<file path="src/rtl/tdm_pkg.sv">
// tdm_pkg: shared definitions for the 8-slot TDM demultiplexer.
//   NSLOT / SLOT_W : number of slots per frame and width of the slot index
//   state_t        : frame FSM states (PAR is only entered when TDM_PARITY_EN is defined)
//   RST_WORD       : reset value for the output and partial-word registers
//   par9()         : even-parity check over 8 data bits plus the parity bit
package tdm_pkg;

    localparam int NSLOT  = 8;
    localparam int SLOT_W = 3;

    typedef enum logic [1:0] {
        IDLE = 2'd0,
        RUN  = 2'd1,
        PAR  = 2'd2
    } state_t;

    localparam logic [NSLOT-1:0] RST_WORD = '0;

    // Returns 1 when the 9-bit frame has odd weight, i.e. even parity is violated.
    function automatic logic par9(input logic [NSLOT-1:0] w, input logic p);
        return (^w) ^ p;
    endfunction

endpackage

</file>
<file path="src/rtl/tdm_demux8_dmx18.sv">
// dmx18: combinational 1:8 slot decoder.
//   en  in  1       write strobe; no output is set when low
//   sel in  SLOT_W  slot index
//   we  out NSLOT   one-hot write enable, we[k] = en & (sel == k)
module dmx18
    import tdm_pkg::*;
(
    input  logic              en,
    input  logic [SLOT_W-1:0] sel,
    output logic [NSLOT-1:0]  we
);

    genvar k;
    generate
        for (k = 0; k < NSLOT; k++) begin : g_slot
            assign we[k] = en && (sel == SLOT_W'(k));
        end
    endgenerate

endmodule

</file>
<file path="src/rtl/tdm_demux8.sv">
// tdm_demux8: serial-to-parallel TDM demultiplexer. One bit per enabled clock is
// steered into slot s (0..7); a completed frame is presented on dout with a
// one-cycle valid pulse.
// Build option: define TDM_PARITY_EN to append a 9th even-parity bit per frame
// (adds the PAR state and drives err); undefined gives 8-bit frames, err tied 0.
// Ports:
//   clk   in  1  rising-edge clock
//   rst   in  1  asynchronous active-high reset
//   en    in  1  bit strobe; din/sync only sampled while high
//   sync  in  1  frame marker, marks slot 0 when high with en
//   din   in  1  serial data bit
//   dout  out 8  last completed frame, dout[k] = slot k
//   valid out 1  single-cycle pulse when dout is updated
//   s     out 3  slot the next enabled bit will fill
//   busy  out 1  frame in progress
//   err   out 1  parity error, pulses with valid
// Parameter SYNC_RESTART: 1 = sync mid-frame restarts at slot 0, 0 = treated as data.
module tdm_demux8
    import tdm_pkg::*;
#(
    parameter bit SYNC_RESTART = 1'b1
) (
    input  logic              clk,
    input  logic              rst,
    input  logic              en,
    input  logic              sync,
    input  logic              din,
    output logic [NSLOT-1:0]  dout,
    output logic              valid,
    output logic [SLOT_W-1:0] s,
    output logic              busy,
    output logic              err
);

    state_t           state;
    logic [NSLOT-1:0] word;
    logic [NSLOT-1:0] word_nxt;
    logic [NSLOT-1:0] we;
    logic             start;
    logic             cap;
    logic             last;

    // A frame starts on sync from IDLE always; mid-frame only when restart is allowed.
    assign start = en && sync && ((state == IDLE) || SYNC_RESTART);
    // Ordinary data capture into slot s.
    assign cap   = en && !start && (state == RUN);
    assign last  = cap && (s == SLOT_W'(NSLOT - 1));

    dmx18 u_dmx (
        .en  (cap),
        .sel (s),
        .we  (we)
    );

    always_comb begin
        word_nxt = word;
        for (int k = 0; k < NSLOT; k++) begin
            if (we[k]) word_nxt[k] = din;
        end
    end

    assign busy = (state != IDLE);

`ifdef TDM_PARITY_EN
    logic par_take;
    logic err_r;

    assign par_take = en && !start && (state == PAR);
    assign err      = err_r;

    always_ff @(posedge clk or posedge rst) begin
        if (rst) begin
            state <= IDLE;
            word  <= RST_WORD;
            dout  <= RST_WORD;
            s     <= '0;
            valid <= 1'b0;
            err_r <= 1'b0;
        end else begin
            valid <= 1'b0;
            err_r <= 1'b0;
            if (start) begin
                // Partial word discarded; only slot 0 carries meaning now.
                word  <= {{(NSLOT-1){1'b0}}, din};
                s     <= SLOT_W'(1);
                state <= RUN;
            end else if (cap) begin
                word <= word_nxt;
                s    <= s + SLOT_W'(1);   // wraps to 0 after slot 7, so s reads 0 in PAR
                if (last) state <= PAR;
            end else if (par_take) begin
                dout  <= word;
                valid <= 1'b1;
                err_r <= par9(word, din);
                state <= IDLE;
            end
        end
    end
`else
    assign err = 1'b0;

    always_ff @(posedge clk or posedge rst) begin
        if (rst) begin
            state <= IDLE;
            word  <= RST_WORD;
            dout  <= RST_WORD;
            s     <= '0;
            valid <= 1'b0;
        end else begin
            valid <= 1'b0;
            if (start) begin
                // Partial word discarded; only slot 0 carries meaning now.
                word  <= {{(NSLOT-1){1'b0}}, din};
                s     <= SLOT_W'(1);
                state <= RUN;
            end else if (cap) begin
                word <= word_nxt;
                s    <= s + SLOT_W'(1);   // wraps to 0 after slot 7
                if (last) begin
                    dout  <= word_nxt;     // includes the slot 7 bit just taken
                    valid <= 1'b1;
                    state <= IDLE;
                end
            end
        end
    end
`endif

endmodule

</file>
<file path="config.mk">
export PLATFORM = sky130hd
export DESIGN_NAME = tdm_demux8
export DESIGN_NICKNAME = d
export VERILOG_FILES = /design/src/rtl/tdm_pkg.sv /design/src/rtl/tdm_demux8_dmx18.sv /design/src/rtl/tdm_demux8.sv
export SDC_FILE = /design/constraint.sdc
export NUM_CORES = 1
export LEC_CHECK = 0
export CORE_UTILIZATION = 50
export CTS_CLUSTER_SIZE = 25
export DETAILED_ROUTE_END_ITERATION = 12
export GPL_TIMING_DRIVEN = 1
export MAX_ROUTING_LAYER = met4
export PLACE_DENSITY_LB_ADDON = 0.12
export SLEW_MARGIN = 20
export SYNTH_ARGS = -nofsm -noshare
export SYNTH_HDL_FRONTEND = slang
export SYNTH_SLANG_ARGS = --single-unit
</file>
<file path="constraint.sdc">
create_clock -name clk -period 2.1 [get_ports clk]
set_clock_uncertainty 0.15 [all_clocks]
set_input_delay 0.42 -clock clk [delete_from_list [all_inputs] [get_ports clk]]
set_output_delay 0.42 -clock clk [all_outputs]
set_load 0.01 [all_outputs]
</file>
==> metrics.md <==
| Metric | Value |
|---|---|
| Hold Vio Cnt, Final | 0 |
| Skew-Pair Late Insertion Delay | 310 ps |
| Num CTS Buffers | 3 |
| GRT Total Usage | 19.4% |
| Routability cong. | just over 0.8 |
| Synth Cell Area | between 0.001 and 0.0015 mm^2 |
| Htree depth | 1 |
| Area Overhead vs Synth | 20.9% |
| Final period utilization | between 90% and 100% |
| Design area | approximately 0.0013 mm^2 |
| Final #Nets | 129 |
| Most frequent standard cell in the layout excluding fill and tap cells | dfrtp_1 |
| F_max | between 0.4 and 0.5 GHz |
| Buf/Inv on CP | 1 |
| Layout Utilization | a little under two thirds |
| Hold_buf cts | 0 |
| CP arrival | 1460 ps |
| VDD IR max | between 0.0005 and 0.0006 V |
| Initial core utilization | between 50% and 60% |
| Via density | between 5 and 6 |
| Reg clk slew, reported paths | 120 ps |
| CTS root buf | clkbuf_4 |
| Total power | approximately 1.2 mW |
| DRT iter0 DRCs | 6 |
| ANT nets after route | 0 |
| Final cell count without fillers | ~140 |
| Syn avg cell area | roughly 10 um^2 |
| CTS tree | yes |
| Setup Viol. Count Final | 0 |
| Placed instance area | about 0.0012 mm^2 |
| Initial antenna violation count | 0 |
| Mapped Cells | ~100 |
| First-pass GRT wire length | 2840 um |
| Largest net degree at the start of global routing | 21 |
| Final routed DRC violation total | 0 |
| Die span in x | 47.5 um |
| Share of flip-flops with an asynchronous set or reset | 100% |
| Post-Syn Nets | around 110 |
| Sequential share of the synthesized area | approximately half |
| Top delay family on crit path | buffers and inverters |
| DP HPWL | around 1300 um |
| First drt pass iteration count | 4 |
| Slowest CP cell | clkdlybuf4s50_1 |
| Inst Count DP | 140 |
| Pwr/cell area | roughly 940 mW/mm^2 |
| Worst Path Max Fanout | 10 |
| CORE AREA | about 0.0020 mm^2 |
| Crit. End Element | output pin |
| Vias in the first global route | 650 |
| Min cycle time layout | 2030 ps |
| Filler instances | roughly 180 |
| Die height | about 47 um |
| Detailed Route WL | around 1800 um |
| Input/output buffers | 17 |
| CP peak stage delay | ~600 ps |
| Share of cells above drive strength 1 | roughly 6.8% |
| MaxCap Viol Count | 0 |
| Worst Hold Class | in -> async |
| Leakage | roughly 0.6 nW |
| Critical path launch point type | flip-flop |
| GRT overflow | 0 |
| Synth Flop Type | dfrtp_1 |
| Setup TNS | 0 ps |
| # IOs | 19 |
| Seq cells post-synth | 20 |
| Most frequent cells in the layout | dfrtp_1 (20), clkdlybuf4s50_1 (17), nand2_1 (15) |
| Unrepaired setup endpoints after global routing | false |
| Setup Fix Bufs, Post-CTS | 0 |
| FP Rows | 16 |
| Ys Warns | 0 |
| Critical Path RT | between 1500 and 2000 ps |
| Kind of critical path | reg -> out |
| Crit path cell chain | clkdlybuf4s50_1 |
| Outcome | completed |
| WL/cell | between 10 and 15 um |
| Die area | approximately 0.0023 mm^2 |
| Post-CTS sizing | 0 |
| Longest Clk Path Bufs | 2 |
| Clock sinks | 20 |
| Vias | 750 |
| Post-synth EDFFs | 0 |
| N_diodes | 0 |
| Slew Viols, Final | 0 |
| Post-synthesis cell type count | 22 |
[cell families (layout without fill, tap and decap cells)]
logic type / Yosys count / after routing / synth area share, %
multiplexers: 8 / 8 / 7.86
adder cells (fa/ha/maj): 6 / 6 / 7.25
buffers and inverters: 17 / 33 / 8.58
flip-flops: 20 / 20 / 48.4
other: 1 / 1 / 0.362
AND/OR/NAND/NOR: 22 / 22 / 11.8
AO/OA/AOI/OAI: 27 / 27 / 15.7
[area by class of cell]
class | count | area [um^2] | area share, %
inverter | 11 | 41.3 | 3.30
sequential | 20 | 500 | 40.0
timing repair buffer | 18 | 178 | 14.2
clock inverter | 1 | 30.0 | 2.40
multi-input combinational | 64 | 445 | 35.6
clock buffer | 3 | 22.5 | 1.80
tap | 27 | 33.8 | 2.70
[worst register-to-register path: cells and delay by family, from the launching register on]
family | cells | cell delay [ps]
simple gates | 1 | 140
flops | 1 | 430
fa+ha+maj | 1 | 220
buf+inv | 1 | 120
mux | 1 | 350
compound gates | 1 | 220
[stage by stage]
step	worst slack, ps	hold slack, ps
after floorplan	512	234
after global placement	132	311
after detailed placement	72.4	319
after CTS	70.8	278
after global routing	10.3	317
final	72.9	276
[final timing paths]
path	depth (start not counted)	endpoint	slack, ps	startpoint
hold reg to reg	2	dout[2]	340	dout[2]
setup reg to reg	5	word[0]	370	s[0]
max in group asynchronous	3	dout[0]	1310	rst
setup / recovery	1	s[2]	70	s[2]
hold / removal	3	valid	280	rst
min in group clk	2	dout[2]	340	dout[2]
[flip-flops by register name (all words and copies together), names as in the netlist]
signal  count
state       1
word        7
valid       1
dout        8
s           3
[layer usage]
metal / up-vias / track usage, % / part of all wire, %
met5: - / - / 0
met4: 0 / 14.3 / 2.3
met3: 4 / 2.26 / 4.7
met2: 22 / 28.8 / 44
met1: 351 / 24.3 / 49
li1: 373 / - / -
[report_power, final]
part           total [mW]  internal (mW)  switching [mW]  leakage [nW]
registers           0.499          0.446          0.0530         0.266
clock network       0.316          0.193           0.123        0.0279
logic               0.361          0.187           0.174         0.291
total                1.18          0.825           0.350         0.585
[Yosys cell counts (all sizes together) (2+ instances only)]
cell | count | share of area, %
dfrtp | 20 | 48
nand2 | 15 | 5.4
mux2i | 7 | 6.8
nand3b | 2 | 1.5
inv | 11 | 4.0
o21ai | 14 | 6.8
a21oi | 4 | 1.9
o22ai | 4 | 2.4
ha | 6 | 7.3
a32o | 3 | 2.9
buf | 6 | 4.6
Note: power is estimated with default switching activity, not from simulation.
